--- src/rtl/router_pkg.sv ---
// Shared definitions for the 5-port, 2-VC NoC router allocators.
// Contents: default port/VC counts, flit width, port index constants,
// VC id type, per-VC wormhole lock state enum, round-robin pointer helper.
package router_pkg;

  localparam int unsigned NPORT  = 5;
  localparam int unsigned NVC    = 2;
  localparam int unsigned FLIT_W = 35;

  localparam int unsigned P_LOCAL = 0;
  localparam int unsigned P_NORTH = 1;
  localparam int unsigned P_EAST  = 2;
  localparam int unsigned P_SOUTH = 3;
  localparam int unsigned P_WEST  = 4;

  localparam int unsigned VC_ID_W = (NVC > 1) ? $clog2(NVC) : 1;
  typedef logic [VC_ID_W-1:0] vc_id_t;

  typedef enum logic {
    ARB_IDLE   = 1'b0,
    ARB_LOCKED = 1'b1
  } lock_state_e;

  // Next round-robin start position after index idx has been served.
  function automatic int unsigned rr_next(input int unsigned idx, input int unsigned n);
    return (idx + 1 >= n) ? 0 : idx + 1;
  endfunction

endpackage

--- src/rtl/router_out_arb_if.sv ---
// Handshake/bus bundle between the input ports and one output allocator.
//   REQ/REQ_VC/REQ_TAIL : per-input head-of-line flit request, VC and tail flag
//   IACK                : downstream per-VC credit return pulses
//   GNT                 : one-hot combinational grant (flit consumed at edge)
//   OSEL/OVALID/OVCH    : registered crossbar select, link valid and VC
//   OLCK                : registered per-VC lock status
//   CRED_ERR            : sticky credit-overflow flag
// Modports: master = requesters/downstream side, slave = allocator.
interface router_out_arb_if #(
  parameter int unsigned NPORT = 5,
  parameter int unsigned NVC   = 2
);
  localparam int unsigned VCW  = (NVC > 1) ? $clog2(NVC) : 1;
  localparam int unsigned SELW = (NPORT > 1) ? $clog2(NPORT) : 1;

  logic [NPORT-1:0]     REQ;
  logic [NPORT*VCW-1:0] REQ_VC;
  logic [NPORT-1:0]     REQ_TAIL;
  logic [NVC-1:0]       IACK;
  logic [NPORT-1:0]     GNT;
  logic [SELW-1:0]      OSEL;
  logic                 OVALID;
  logic [VCW-1:0]       OVCH;
  logic [NVC-1:0]       OLCK;
  logic                 CRED_ERR;

  modport master (
    output REQ, REQ_VC, REQ_TAIL, IACK,
    input  GNT, OSEL, OVALID, OVCH, OLCK, CRED_ERR
  );

  modport slave (
    input  REQ, REQ_VC, REQ_TAIL, IACK,
    output GNT, OSEL, OVALID, OVCH, OLCK, CRED_ERR
  );
endinterface

--- src/rtl/rr_arb.sv ---
// Combinational N-way round-robin priority picker.
//   i_elig : eligible request vector
//   i_ptr  : index with highest priority this cycle
//   o_gnt  : one-hot grant (all zero if nothing eligible)
//   o_idx  : encoded index of the granted input (0 if none)
//   o_any  : a grant was issued
module rr_arb
  import router_pkg::*;
#(
  parameter  int unsigned N    = 5,
  localparam int unsigned SELW = (N > 1) ? $clog2(N) : 1
) (
  input  logic [N-1:0]    i_elig,
  input  logic [SELW-1:0] i_ptr,
  output logic [N-1:0]    o_gnt,
  output logic [SELW-1:0] o_idx,
  output logic            o_any
);

  int unsigned     w_pos;
  logic [SELW-1:0] w_sel;

  // Scan from i_ptr upward with wrap; the first eligible index wins.
  always_comb begin
    o_gnt = '0;
    o_idx = '0;
    o_any = 1'b0;
    w_pos = 0;
    w_sel = '0;
    for (int unsigned k = 0; k < N; k++) begin
      w_pos = 32'(i_ptr) + k;
      if (w_pos >= N) w_pos = w_pos - N;
      w_sel = SELW'(w_pos);
      if (!o_any && i_elig[w_sel]) begin
        o_any        = 1'b1;
        o_gnt[w_sel] = 1'b1;
        o_idx        = w_sel;
      end
    end
  end

endmodule

--- src/rtl/router_out_arb.sv ---
// Per-output-port switch allocator: round-robin over head-of-line flits,
// wormhole lock per output VC, downstream credit tracking per VC.
// Ports:
//   clk       : clock
//   RST       : asynchronous active-high reset
//   bus       : router_out_arb_if.slave (REQ/REQ_VC/REQ_TAIL/IACK in,
//               GNT/OSEL/OVALID/OVCH/OLCK/CRED_ERR out)
//   STALL_CNT : 16-bit saturating stall counter, present only when
//               ROUTER_ARB_STALL_CNT_EN is defined
module router_out_arb
  import router_pkg::*;
#(
  parameter  int unsigned NPORT      = 5,
  parameter  int unsigned NVC        = 2,
  parameter  int unsigned CRED_DEPTH = 4,
  localparam int unsigned VCW        = (NVC > 1) ? $clog2(NVC) : 1,
  localparam int unsigned SELW       = (NPORT > 1) ? $clog2(NPORT) : 1,
  localparam int unsigned CW         = $clog2(CRED_DEPTH + 1)
) (
  input  logic            clk,
  input  logic            RST,
  router_out_arb_if.slave bus
`ifdef ROUTER_ARB_STALL_CNT_EN
  ,
  output logic [15:0]     STALL_CNT
`endif
);

  logic [VCW-1:0]   w_vc [NPORT];
  logic [NPORT-1:0] w_elig;
  logic [NPORT-1:0] w_gnt;
  logic [SELW-1:0]  w_gidx;
  logic             w_any;
  logic [VCW-1:0]   w_gvc;
  logic             w_gtail;
  logic [NVC-1:0]   w_vc_gnt;
  logic [NVC-1:0]   w_olck;

  lock_state_e      r_lock      [NVC];
  lock_state_e      w_lock_nxt  [NVC];
  logic [SELW-1:0]  r_owner     [NVC];
  logic [SELW-1:0]  w_owner_nxt [NVC];
  logic [CW-1:0]    r_cred      [NVC];

  logic [SELW-1:0]  r_rr_ptr;
  logic [SELW-1:0]  r_osel;
  logic             r_ovalid;
  logic [VCW-1:0]   r_ovch;
  logic             r_cred_err;

  // Eligibility: request present, legal VC, credit available, and the VC is
  // either unlocked or locked to this very input.
  always_comb begin
    w_elig = '0;
    for (int unsigned i = 0; i < NPORT; i++) begin
      w_vc[i] = bus.REQ_VC[i*VCW +: VCW];
      if (bus.REQ[i] && (32'(w_vc[i]) < NVC)) begin
        if ((r_cred[w_vc[i]] != '0) &&
            ((r_lock[w_vc[i]] == ARB_IDLE) || (r_owner[w_vc[i]] == SELW'(i))))
          w_elig[i] = 1'b1;
      end
    end
  end

  rr_arb #(.N(NPORT)) u_rr_arb (
    .i_elig (w_elig),
    .i_ptr  (r_rr_ptr),
    .o_gnt  (w_gnt),
    .o_idx  (w_gidx),
    .o_any  (w_any)
  );

  always_comb begin
    w_gvc   = w_vc[w_gidx];
    w_gtail = bus.REQ_TAIL[w_gidx];
    for (int unsigned v = 0; v < NVC; v++) begin
      w_vc_gnt[v] = w_any && (w_gvc == VCW'(v));
    end
  end

  // Per-VC wormhole lock FSM. A granted flit on a locked VC is necessarily
  // from the owner, so the tail check needs no owner comparison.
  always_ff @(posedge clk or posedge RST) begin
    if (RST) begin
      for (int unsigned v = 0; v < NVC; v++) begin
        r_lock[v]  <= ARB_IDLE;
        r_owner[v] <= '0;
      end
    end else begin
      for (int unsigned v = 0; v < NVC; v++) begin
        r_lock[v]  <= w_lock_nxt[v];
        r_owner[v] <= w_owner_nxt[v];
      end
    end
  end

  always_comb begin
    for (int unsigned v = 0; v < NVC; v++) begin
      w_lock_nxt[v]  = r_lock[v];
      w_owner_nxt[v] = r_owner[v];
      if (w_vc_gnt[v]) begin
        unique case (r_lock[v])
          ARB_IDLE: begin
            if (!w_gtail) begin
              w_lock_nxt[v]  = ARB_LOCKED;
              w_owner_nxt[v] = w_gidx;
            end
          end
          ARB_LOCKED: begin
            if (w_gtail) w_lock_nxt[v] = ARB_IDLE;
          end
          default: w_lock_nxt[v] = ARB_IDLE;
        endcase
      end
    end
  end

  // Credits: grant and IACK on the same VC cancel; IACK at full credit
  // saturates and raises the sticky error.
  always_ff @(posedge clk or posedge RST) begin
    if (RST) begin
      for (int unsigned v = 0; v < NVC; v++) r_cred[v] <= CW'(CRED_DEPTH);
      r_cred_err <= 1'b0;
    end else begin
      for (int unsigned v = 0; v < NVC; v++) begin
        if (w_vc_gnt[v] && !bus.IACK[v]) begin
          r_cred[v] <= r_cred[v] - CW'(1);
        end else if (bus.IACK[v] && !w_vc_gnt[v]) begin
          if (r_cred[v] == CW'(CRED_DEPTH)) r_cred_err <= 1'b1;
          else                              r_cred[v]  <= r_cred[v] + CW'(1);
        end
      end
    end
  end

  always_ff @(posedge clk or posedge RST) begin
    if (RST) begin
      r_rr_ptr <= '0;
      r_osel   <= '0;
      r_ovalid <= 1'b0;
      r_ovch   <= '0;
    end else begin
      r_ovalid <= w_any;
      if (w_any) begin
        r_rr_ptr <= SELW'(rr_next(32'(w_gidx), NPORT));
        r_osel   <= w_gidx;
        r_ovch   <= w_gvc;
      end
    end
  end

  always_comb begin
    for (int unsigned v = 0; v < NVC; v++) begin
      w_olck[v] = (r_lock[v] == ARB_LOCKED);
    end
  end

  assign bus.GNT      = w_gnt;
  assign bus.OSEL     = r_osel;
  assign bus.OVALID   = r_ovalid;
  assign bus.OVCH     = r_ovch;
  assign bus.OLCK     = w_olck;
  assign bus.CRED_ERR = r_cred_err;

`ifdef ROUTER_ARB_STALL_CNT_EN
  logic [15:0] r_stall_cnt;

  always_ff @(posedge clk or posedge RST) begin
    if (RST) begin
      r_stall_cnt <= '0;
    end else if ((|bus.REQ) && !w_any && (r_stall_cnt != '1)) begin
      r_stall_cnt <= r_stall_cnt + 16'd1;
    end
  end

  assign STALL_CNT = r_stall_cnt;
`endif

endmodule
--- src/flat_wrapper.sv ---
// flat-port wrapper written by rule: the top's interface ports become plain ports
module router_out_arb_flat import router_pkg::*;
#(
  parameter  int unsigned NPORT      = 5,
  parameter  int unsigned NVC        = 2,
  parameter  int unsigned CRED_DEPTH = 4,
  localparam int unsigned VCW        = (NVC > 1) ? $clog2(NVC) : 1,
  localparam int unsigned SELW       = (NPORT > 1) ? $clog2(NPORT) : 1,
  localparam int unsigned CW         = $clog2(CRED_DEPTH + 1)
)
  (clk, RST, bus_REQ, bus_REQ_VC, bus_REQ_TAIL, bus_IACK, bus_GNT, bus_OSEL, bus_OVALID, bus_OVCH, bus_OLCK, bus_CRED_ERR);
  router_out_arb_if #(.NPORT(NPORT), .NVC(NVC)) bus_i ();
  input  logic clk;
  input  logic RST;
  input wire logic [$bits(bus_i.REQ)-1:0] bus_REQ;
  input wire logic [$bits(bus_i.REQ_VC)-1:0] bus_REQ_VC;
  input wire logic [$bits(bus_i.REQ_TAIL)-1:0] bus_REQ_TAIL;
  input wire logic [$bits(bus_i.IACK)-1:0] bus_IACK;
  output wire logic [$bits(bus_i.GNT)-1:0] bus_GNT;
  output wire logic [$bits(bus_i.OSEL)-1:0] bus_OSEL;
  output wire logic [$bits(bus_i.OVALID)-1:0] bus_OVALID;
  output wire logic [$bits(bus_i.OVCH)-1:0] bus_OVCH;
  output wire logic [$bits(bus_i.OLCK)-1:0] bus_OLCK;
  output wire logic [$bits(bus_i.CRED_ERR)-1:0] bus_CRED_ERR;
  assign bus_i.REQ = bus_REQ;
  assign bus_i.REQ_VC = bus_REQ_VC;
  assign bus_i.REQ_TAIL = bus_REQ_TAIL;
  assign bus_i.IACK = bus_IACK;
  assign bus_GNT = bus_i.GNT;
  assign bus_OSEL = bus_i.OSEL;
  assign bus_OVALID = bus_i.OVALID;
  assign bus_OVCH = bus_i.OVCH;
  assign bus_OLCK = bus_i.OLCK;
  assign bus_CRED_ERR = bus_i.CRED_ERR;
  router_out_arb #(.NPORT(NPORT), .NVC(NVC), .CRED_DEPTH(CRED_DEPTH)) u_core (.clk(clk), .RST(RST), .bus(bus_i));
endmodule
--- config.mk ---
export PLATFORM = sky130hd
export DESIGN_NAME = router_out_arb_flat
export DESIGN_NICKNAME = d
export VERILOG_FILES = /design/src/rtl/router_pkg.sv /design/src/rtl/router_out_arb_if.sv /design/src/rtl/rr_arb.sv /design/src/rtl/router_out_arb.sv /design/src/flat_wrapper.sv
export SDC_FILE = /design/constraint.sdc
export NUM_CORES = 1
export LEC_CHECK = 0
export ABC_AREA = 1
export BUFFER_PORTS_ARGS = -buffer_cell sky130_fd_sc_hd__buf_2
export CAP_MARGIN = 20
export CORE_MARGIN = 3
export CORE_UTILIZATION = 45
export DETAILED_ROUTE_END_ITERATION = 10
export MAX_ROUTING_LAYER = met4
export PLACE_DENSITY = 0.66
export SETUP_SLACK_MARGIN = 0.5
export SLEW_MARGIN = 30
export SYNTH_ARGS = -nofsm -noshare
export SYNTH_HDL_FRONTEND = slang
export SYNTH_HIERARCHICAL = 1
export SYNTH_SLANG_ARGS = --single-unit
--- constraint.sdc ---
create_clock -name clk -period 5.2 [get_ports clk]
set_input_delay 0.52 -clock clk [delete_from_list [all_inputs] [get_ports clk]]
set_output_delay 0.52 -clock clk [all_outputs]
set_load 0.01 [all_outputs]
== Word-level counts from Yosys, hierarchy flattened ==
Index checks and enable logic that the tools add are counted.

* Flip-flop bits (word level): 23

* Equal/unequal tests: 8
* Add/subtract/negate cells: 14
* Reduce and logical (&&, ||, !) cells: 45
* Order comparisons: 23
* Multiplexer cells: 114
* Bitwise logic cells: 19

{| class="wikitable"
|+ Operators with widths
! operator !! number
|-
| $mux 3 || 47
|-
| $mux 1 || 50
|-
| $mux 5 || 5
|-
| $lt 3x4->1 const B || 6
|-
| $bmux 1 s3 || 7
|-
| $ge 4x3->1 const B || 5
|-
| $logic_and 1x1->1 || 20
|-
| $or 5x5->5 || 4
|-
| $demux 1 s3 || 5
|-
| $ge 3x1->1 const B || 5
|-
| $reduce_bool 3->1 || 5
|-
| $sub 3x3->3 const B || 5
|-
| $ge 2x2->1 const B || 5
|-
| $not 1->2 || 5
|-
| $eq 3x3->1 const B || 3
|-
| $not 1->1 || 9
|-
| $add 3x1->4 const B || 2
|-
| $add 3x2->4 const B || 2
|-
| $logic_not 1->1 || 8
|-
| $add 3x1->3 const B || 2
|-
| $eq 3x2->1 const B || 2
|-
| $reduce_and 3->1 || 2
|-
| $sub 3x1->3 const B || 2
|-
| $logic_or 1x1->1 || 5
|-
| other kinds (9) || 12
|}

== Longest topological paths before layout ==
Gate-level depths: netlist of the first run.

* Depth in word-level cells: 37
* Depth in mapped cells: 31
* Depth with buffers taken out: 29

== By module ==
Netlist of the first run, hierarchy kept.

{| class="wikitable"
|+ Modules (own cells, without submodules)
! module !! area an instance (µm²) !! times used !! cells an instance !! sequential area each (µm²)
|-
| router_out_arb || 1512.7 || 1 || 185 || 578.1
|-
| rr_arb || 1256.2 || 1 || 228 || 0.0
|}

== Worst setup path before layout of the first run ==
OpenSTA, ideal clock, no wires.

* Path kind: register to register
* From: register u_core.r_rr_ptr[0]
* To: register u_core/r_cred[2] (netlist bit)
* Cell stages (with the launch flop): 26
* Arrival time: 4217 ps
* Setup slack: 908 ps
* Clock period less this slack: 4292 ps
* Cells stage by stage: dfrtp_1 buf_6 inv_2 ha_1 inv_1 fa_1 nor2_1 nor2_1 nand2_1 nand2_1 inv_1 nand2_1 nand3_1 nand3_1 and3_2 nand2_1 nand3_1 inv_2 nand4_2 a21oi_4 ha_1 inv_1 fa_1 or2_2 nand4_1 xor2_1

* Longest elaborated chain between the ends: 26

{| class="wikitable"
|+ RTL lines
! element !! RTL line !! RTL
|-
| from (decl) || router_out_arb.sv:45 || <nowiki>logic [SELW-1:0] r_rr_ptr;</nowiki>
|-
| from (signal assigned) || router_out_arb.sv:145 || <nowiki>r_rr_ptr <= SELW'(rr_next(32'(w_gidx), NPORT));</nowiki>
|-
| parallel branches: the longest is 16 deep, another holds $add 3x1->4 || -- ||
|-
| $mux 3 * || rr_arb.sv:34 || <nowiki>if (!o_any && i_elig[w_sel]) begin</nowiki>
|-
| via u_core.w_gidx[1] || router_out_arb.sv:32 || <nowiki>logic [SELW-1:0] w_gidx;</nowiki>
|-
| $not 3->4 (implied by the code) * || router_out_arb.sv:74 || <nowiki>w_gvc = w_vc[w_gidx];</nowiki>
|-
| $bmux 1 s3 * || router_out_arb.sv:74 ||
|-
| $mux 1 (implied by the code) * (2 in series) || router_out_arb.sv:74 ||
|-
| $logic_and 1x1->1 * || router_out_arb.sv:77 || <nowiki>w_vc_gnt[v] = w_any && (w_gvc == VCW'(v));</nowiki>
|-
| via u_core.w_vc_gnt[1] || router_out_arb.sv:36 || <nowiki>logic [NVC-1:0] w_vc_gnt;</nowiki>
|-
| $logic_not 1->1 || router_out_arb.sv:128 || <nowiki>end else if (bus.IACK[v] && !w_vc_gnt[v]) begin</nowiki>
|-
| $logic_and 1x1->1 || router_out_arb.sv:128 ||
|-
| $reduce_bool 2->1 (no source line) || -- ||
|-
| $reduce_and 2->1 (no source line) || -- ||
|-
| to (signal, indexed assignment) || router_out_arb.sv:127 || <nowiki>r_cred[v] <= r_cred[v] - CW'(1);</nowiki>
|-
| to (signal, indexed assignment) || router_out_arb.sv:130 || <nowiki>else r_cred[v] <= r_cred[v] + CW'(1);</nowiki>
|-
| to (decl) || router_out_arb.sv:43 || <nowiki>logic [CW-1:0] r_cred [NVC];</nowiki>
|}

Mark *: on every way through the listed nets, which the timed path passes. The select of a mux whose other input is x is not followed.
A chain may end at the register's enable or synchronous reset.

== Worst setup path after layout of the first run ==
* From: register u_core.r_rr_ptr[1]
* To: register u_core/r_cred[5] (netlist bit)

* Longest elaborated chain between the ends: 27

{| class="wikitable"
|+ RTL lines
! element !! RTL line
|-
| parallel branches: the longest is 16 deep, another holds $add 3x1->4 || --
|-
| $mux 3 * || rr_arb.sv:34
|-
| via u_core.w_gidx[2] || router_out_arb.sv:32
|-
| $not 3->4 (implied by the code) * || router_out_arb.sv:74
|-
| $bmux 1 s3 * || router_out_arb.sv:74
|-
| $mux 1 (implied by the code) * (2 in series) || router_out_arb.sv:74
|-
| $not 1->1 * || router_out_arb.sv:77
|-
| $logic_and 1x1->1 * || router_out_arb.sv:77
|-
| via u_core.w_vc_gnt[0] || router_out_arb.sv:36
|-
| $logic_not 1->1 || router_out_arb.sv:128
|-
| $logic_and 1x1->1 || router_out_arb.sv:128
|-
| $reduce_bool 2->1 (no source line) || --
|-
| $reduce_and 2->1 (no source line) || --
|}

Marks and branches as above.

==> results.ini, run 1 <==
[logic_synthesis]
netlist_area_um2 = 2770
synth_cells = 413
ys_warn_count = 6
syn_nets = 449
syn_avg_cell_area_um2 = 6.70
ys_seq_area_share_pct = 20.9
yosysUniqueCellTypes = 41
ys_ff_latch = 23

[routing]
via_per_inst = 5.40
num_vias = 2828
drt_iter0_markers = 187
ant_nets = 0
wl_mm = 7.27
dr.pass1.iters = 5
wl_per_cell_um = 13.9
drc = 0

[setup_path]
critPathKind = reg -> reg
worst_path_max_delay_cell = dfrtp_2
startpoint_type = flip-flop
crit_fanout = 8
crit_chain = inv_2 -> ha_1 -> ha_1 -> or2_2 -> o21ai_4 -> a21oi_1 -> nand2_1 -> nor2_1 -> nor2_4 -> and3_2 -> nand2_2 -> nand3_2 -> inv_1 -> nand3_4 -> nand3_4 -> inv_2 -> ha_1 -> inv_1 -> fa_1 -> or2_2 -> nand4_1 -> xor2_1
crit_top_cell = ha_1
cpLargestDelayFamily = simple AND/OR/NAND/NOR gates
required_ns = 5.39
crit_path_end_kind = flip-flop
arrival_ns = 4.64
crit_buf_inv = 4
cp_slowest_stage_delay_ns = 0.47

[timing]
max_clock_freq_mhz = 225
hold_viol_final = 0
skew_ns = 0.00953
period_needed_ns = 4.44
layout_setup_ws_ns = 0.758
timing.final.crit_share_pct = 85.4
finalMaxSlewViolations = 0
fin_tns_setup_ns = 0
rsz0062_at_grt = no
hold_ws_ns = 0.298
slew_headroom_pct = 42.7
tightestPinTransition_ns = 0.855
report.final.setup_viol = 0

[grt]
grt.busiest_layer = met2
grtUsageMet3_pct = 1.18
met2_usage_pct = 37.1
grt_pass1_wl_mm = 12.4
antenna_found_initial = 0
use_met1_pct = 27.9
overflow = 0
gr-usage-all-layers_pct = 21.5
grt_pass1_vias = 2712
grt_max_degree = 24

[die]
design.die.area_um2 = 7130
ios = 32
die_width_um = 84.4
core-area_um2 = 5740
initial_core_util_pct = 48.2
die_h_um = 84.4
std_cell_rows = 27

[clocking]
cts_root_buffer = clkbuf_8
numCtsBuffers = 3
h-tree-depth = 1
tritoncts = done
max-clock-path-buffers = 2
clock_latency_ns = 0.27
clock_sinks = 23
clk_pin_slew_ns = 0.10

[placed_design]
place_congestion = 0.945
place_ws_ns = 0.408
portBuffers = 31
dp_hpwl_mm = 5.84

[cells_and_area]
fin_nets = 489
num_antenna_cells = 0
final_core_util_pct = 54.7
syn_to_final_growth_pct = 13.4
final_layout_size_suffix_gt1_share_pct = 22.3
fillers = 586

[hold_path]
hold_class = in -> async

[job]
maxCapViolCount = 0

[outcome]
outcome = complete, no violations

state kept, by name (all words and copies together), names as in the netlist:
name and cells:
u_core/bus.CRED_ERR 1, u_core/bus.OLCK 2, u_core/bus.OSEL 3, u_core/bus.OVALID 1, u_core/bus.OVCH 1, u_core/r_cred 6, u_core/r_owner 6, u_core/r_rr_ptr 3
path summary, 6_finish.rpt:
check                                    start             endpoint  slack, ns  cells after the start
max in group asynchronous                  RST   u_core/r_rr_ptr[1]       4.46                      2
max                         u_core/r_rr_ptr[1]     u_core/r_cred[5]       0.76                     22
min in group clk           u_core/bus.CRED_ERR  u_core/bus.CRED_ERR       0.49                      2
min                                        RST    u_core/bus.OVALID       0.30                      2
min reg2reg                u_core/bus.CRED_ERR  u_core/bus.CRED_ERR       0.49                      2
max reg2reg                 u_core/r_rr_ptr[1]     u_core/r_cred[5]       0.76                     22
cell type report:
cell class              instances  area [um2]  area share, %
multi-input cells             329        1980           63.2
flip-flops and latches         23         581           18.5
inverters                      57         221           7.05
repair buffers                 39         215           6.85
well taps                      72        90.1           2.87
clock buffers                   3        41.3           1.31
clock inverters                 1        7.51          0.239
cells by family after synthesis:
family | count (synthesis) | share of synthesized area (%)
compound gates | 53 | 12.2
xor+xnor | 7 | 2.89
fa+ha+maj | 17 | 8.50
buf+inv | 61 | 9.04
flops | 23 | 20.9
simple gates | 252 | 46.5
cells in the final DEF, fill, tap and decap left out, types with 4 or more instances in the layout:
cell      count
nand2_1     106
o21ai_1       5
nand4_1      14
a21oi_1       5
nand2_2       9
nand3_4       5
nand3b_1      5
inv_2         6
nor2_1       37
buf_4         8
xor2_1        5
nand3_2       8
ha_1         14
or2_2         4
nand3_1      42
nor3_1        8
buf_2        31
nor2_4        4
o21ai_0      22
dfrtp_1      19
inv_1        48
a21boi_0      5
Yosys cell counts:
cell / instances / area share [%]
nor2_8: 2 / 1.4
nor3_1: 8 / 1.4
a21oi_4: 2 / 1.2
fa_1: 3 / 2.2
o21bai_1: 3 / 0.81
xnor2_1: 1 / 0.32
ha_1: 14 / 6.3
nor2_2: 1 / 0.23
nand3_4: 3 / 1.9
inv_2: 6 / 0.81
nand3_2: 7 / 2.5
buf_6: 2 / 0.81
clkbuf_1: 1 / 0.14
and3_2: 1 / 0.27
inv_6: 1 / 0.32
nand2_1: 107 / 15
buf_2: 1 / 0.18
o21ai_0: 23 / 4.2
dfstp_2: 2 / 1.9
inv_1: 50 / 6.8
xor2_1: 5 / 1.6
or2_2: 4 / 0.90
nand3_1: 45 / 8.1
and2_1: 2 / 0.45
nand4_2: 1 / 0.45
o31ai_1: 2 / 0.54
nand2_4: 3 / 1.2
o221ai_1: 1 / 0.32
o21ai_1: 4 / 0.72
nand4_1: 14 / 3.2
nand3b_1: 5 / 1.4
a21boi_0: 6 / 1.6
xor2_4: 1 / 0.99
a21oi_2: 1 / 0.32
nor2_4: 4 / 1.6
o211ai_1: 2 / 0.54
o21ai_2: 3 / 0.95
dfrtp_1: 21 / 19
nor2_1: 37 / 5.0
a21oi_1: 6 / 1.1
nand2_2: 8 / 1.8
repair_timing:
action | CTS | global route
hold buffers | 0 | 0
gates resized for setup | 2 | 11
setup buffers | 0 | 1
setup endpoints to repair | 2 | 2
pin swaps | 0 | 1
per-layer routing:
layer	vias to the layer above	part of all wire, %
li1	1437	-
met1	1300	46
met2	78	48
met3	13	4.4
met4	0	1.4
met5	-	0
through the flow:
step,cell area [um2],std cells
after CTS,3090,523
after detailed placement,3040,519
after floorplan,2770,413
after global routing,3140,524
after global placement,3040,519
final,3140,524
Power of run 1 is left out: the tool's default activity adds up to more than one toggle a clock period on the data nets, which glitch-free logic cannot reach.
==> run 2: changes to the inputs <==
--- a/config.mk
+++ b/config.mk
@@ -11,6 +11,7 @@
 export CORE_MARGIN = 3
 export CORE_UTILIZATION = 45
 export DETAILED_ROUTE_END_ITERATION = 10
+export GPL_ROUTABILITY_DRIVEN = 0
 export MAX_ROUTING_LAYER = met4
 export PLACE_DENSITY = 0.66
 export SETUP_SLACK_MARGIN = 0.5
==> constraint.sdc (replaced) <==
create_clock -name clk -period 5.1 [get_ports clk]
set_input_delay 0.51 -clock clk [delete_from_list [all_inputs] [get_ports clk]]
set_output_delay 0.51 -clock clk [all_outputs]
set_load 0.01 [all_outputs]
==> run 2 against run 1 <==
Die area is the same. Routed wire length grew 4.1%. Global-route usage grew 0.17 points. Clock-buffer cell count is the same. Maximum frequency grew 0.92%. Sequential share of layout area shrank 0.32 points. Sequential cell count is the same. First-iteration DRC count grew 6.4%. Critical endpoint is now u_core/r_cred[2].
==> results.ini, run 2 (same netlist as run 1, synthesis figures left out) <==
[clocking]
h-tree-depth = 1  ; unchanged
clock_latency_ns = 0.27  ; about the same
clk_pin_slew_ns = 0.10  ; about the same
cts_root_buffer = clkbuf_8
max-clock-path-buffers = 2  ; unchanged
tritoncts = done
clock_sinks = 23  ; unchanged
numCtsBuffers = 3  ; unchanged

[grt]
grt_max_degree = 24  ; unchanged
antenna_found_initial = 0  ; unchanged
grt_pass1_wl_mm = 12.6  ; +0.89%
overflow = 0  ; unchanged
grt_pass1_vias = 2812  ; +3.7%
gr-usage-all-layers_pct = 21.7  ; +0.17 points

[cells_and_area]
final_core_util_pct = 55.6  ; +0.96 points
reg.largest.list = u_core/r_cred x6, u_core/r_owner x6
final_common_cell = nand2_1
fin_nets = 491  ; +0.41%
syn_to_final_growth_pct = 15.4
num_antenna_cells = 0  ; unchanged
fillers = 591  ; +0.85%
layout_common_cells = 106 x nand2_1, 47 x inv_1, 41 x nand3_1
final_layout_size_suffix_gt1_share_pct = 25.6  ; +3.2 points

[hold_path]
hold_class = in -> async

[timing]
slew_headroom_pct = 65.7  ; +23 points
hold_viol_final = 0  ; unchanged
skew_ns = 0.00933  ; -0.000200 ns
period_needed_ns = 4.40  ; -0.0406 ns
timing.final.crit_share_pct = 86.3  ; +0.88 points
report.final.setup_viol = 0  ; unchanged
rsz0062_at_grt = no
max_clock_freq_mhz = 227  ; +0.92%
tightestPinTransition_ns = 0.513  ; -0.341 ns
fin_tns_setup_ns = 0  ; unchanged
finalMaxSlewViolations = 0  ; unchanged

[setup_path]
critPathKind = reg -> reg
crit_chain = inv_1 -> nand2_1 -> o211ai_1 -> a21boi_0 -> buf_4 -> nand4_1 -> nand3_4 -> nor2_2 -> a21boi_0 -> and2_1 -> nand3_2 -> inv_2 -> nand3_4 -> a21oi_4 -> ha_1 -> inv_1 -> fa_1 -> or2_2 -> nand4_1 -> xor2_1
arrival_ns = 4.59  ; -0.05 ns
crit_path_end_kind = flip-flop
worst_path_max_delay_cell = dfstp_2
crit_fanout = 7  ; -1
required_ns = 5.29  ; -0.10 ns
cpLargestDelayFamily = simple AND/OR/NAND/NOR gates
crit_buf_inv = 4  ; unchanged
r2r_slack_ns = 0.70  ; -0.06 ns
startpoint_type = flip-flop
cp_slowest_stage_delay_ns = 0.55  ; +0.08 ns

[die]
ios = 32  ; unchanged
die_h_um = 84.4  ; unchanged
core-area_um2 = 5740  ; unchanged
design.die.area_um2 = 7130  ; unchanged
die_width_um = 84.4  ; unchanged
std_cell_rows = 27  ; unchanged
initial_core_util_pct = 48.2  ; unchanged

[routing]
drt_iter0_markers = 199  ; +6.4%
via_per_inst = 5.51  ; +2.1%
met3_length_um = 370  ; +17%
drc = 0  ; unchanged
wl_met1_mm = 3.41  ; +1.7%
top_layer = met4
routed-wl-met2_mm = 3.70  ; +6.0%
dr.pass1.iters = 5  ; unchanged
wl_per_cell_um = 14.4  ; +3.7%
ant_nets = 0  ; unchanged
num_vias = 2899  ; +2.5%
wl_mm = 7.57  ; +4.1%

[placed_design]
dp_hpwl_mm = 6.02  ; +3.0%
portBuffers = 31  ; unchanged

[job]
maxCapViolCount = 0  ; unchanged

[outcome]
outcome = complete, no violations

## run 2: path summary, 6_finish.rpt
path                                startpoint                  end  cells after the start
setup / recovery              u_core/r_cred[2]     u_core/r_cred[2]                     20
hold / removal                             RST   u_core/bus.OSEL[0]                      2
setup reg to reg              u_core/r_cred[2]     u_core/r_cred[2]                     20
hold reg to reg            u_core/bus.CRED_ERR  u_core/bus.CRED_ERR                      2
max in group asynchronous                  RST   u_core/r_rr_ptr[1]                      2
min in group clk           u_core/bus.CRED_ERR  u_core/bus.CRED_ERR                      2
## run 2: layout make-up
cell class	count	area, um2	area share [%]
Multi-Input combinational cell	329	2020	63.4
Clock inverter	1	7.51	0.235
Inverter	57	221	6.93
Clock buffer	3	41.3	1.29
Timing Repair Buffer	41	230	7.20
Tap cell	72	90.1	2.82
Sequential cell	23	581	18.2
## run 2: worst register-to-register path, delay by kind of cell (launching register included)
kind / cells / cell delay [ns]
fa+ha+maj: 2 / 0.55
flops: 1 / 0.55
buf+inv: 4 / 0.53
simple gates: 9 / 1.61
compound gates: 4 / 0.91
xor+xnor: 1 / 0.18
## run 2: timing repair
action | CTS | global route
setup buffers | 0 | 3
gates resized for setup | 3 | 24
hold buffers | 0 | 0
endpoints found under the setup margin | 2 | 5
pin swaps | 0 | 2
## run 2: stage by stage
| step | cell area (um2) | cells | hold slack [ns] | setup slack (ns) |
|---|---|---|---|---|
| 6_report | 3200 | 526 | 0.255 | 0.698 |
| 5_1_grt | 3200 | 526 | 0.291 | 0.449 |
| 4_1_cts | 3100 | 523 | 0.455 | 0.478 |
| 3_5_place_dp | 3040 | 519 | 0.471 | 0.309 |
| 3_3_place_gp | 3040 | 519 | 0.464 | 0.398 |
| 2_1_floorplan | 2770 | 413 | 0.455 | 0.808 |
## run 2: layer usage
metal / vias to the layer above / track usage, %
li1: 1442 / -
met1: 1357 / 27.6
met2: 92 / 37.7
met3: 8 / 1.57
met4: 0 / 4.75
met5: - / -
Power of run 2 is left out for the same reason.
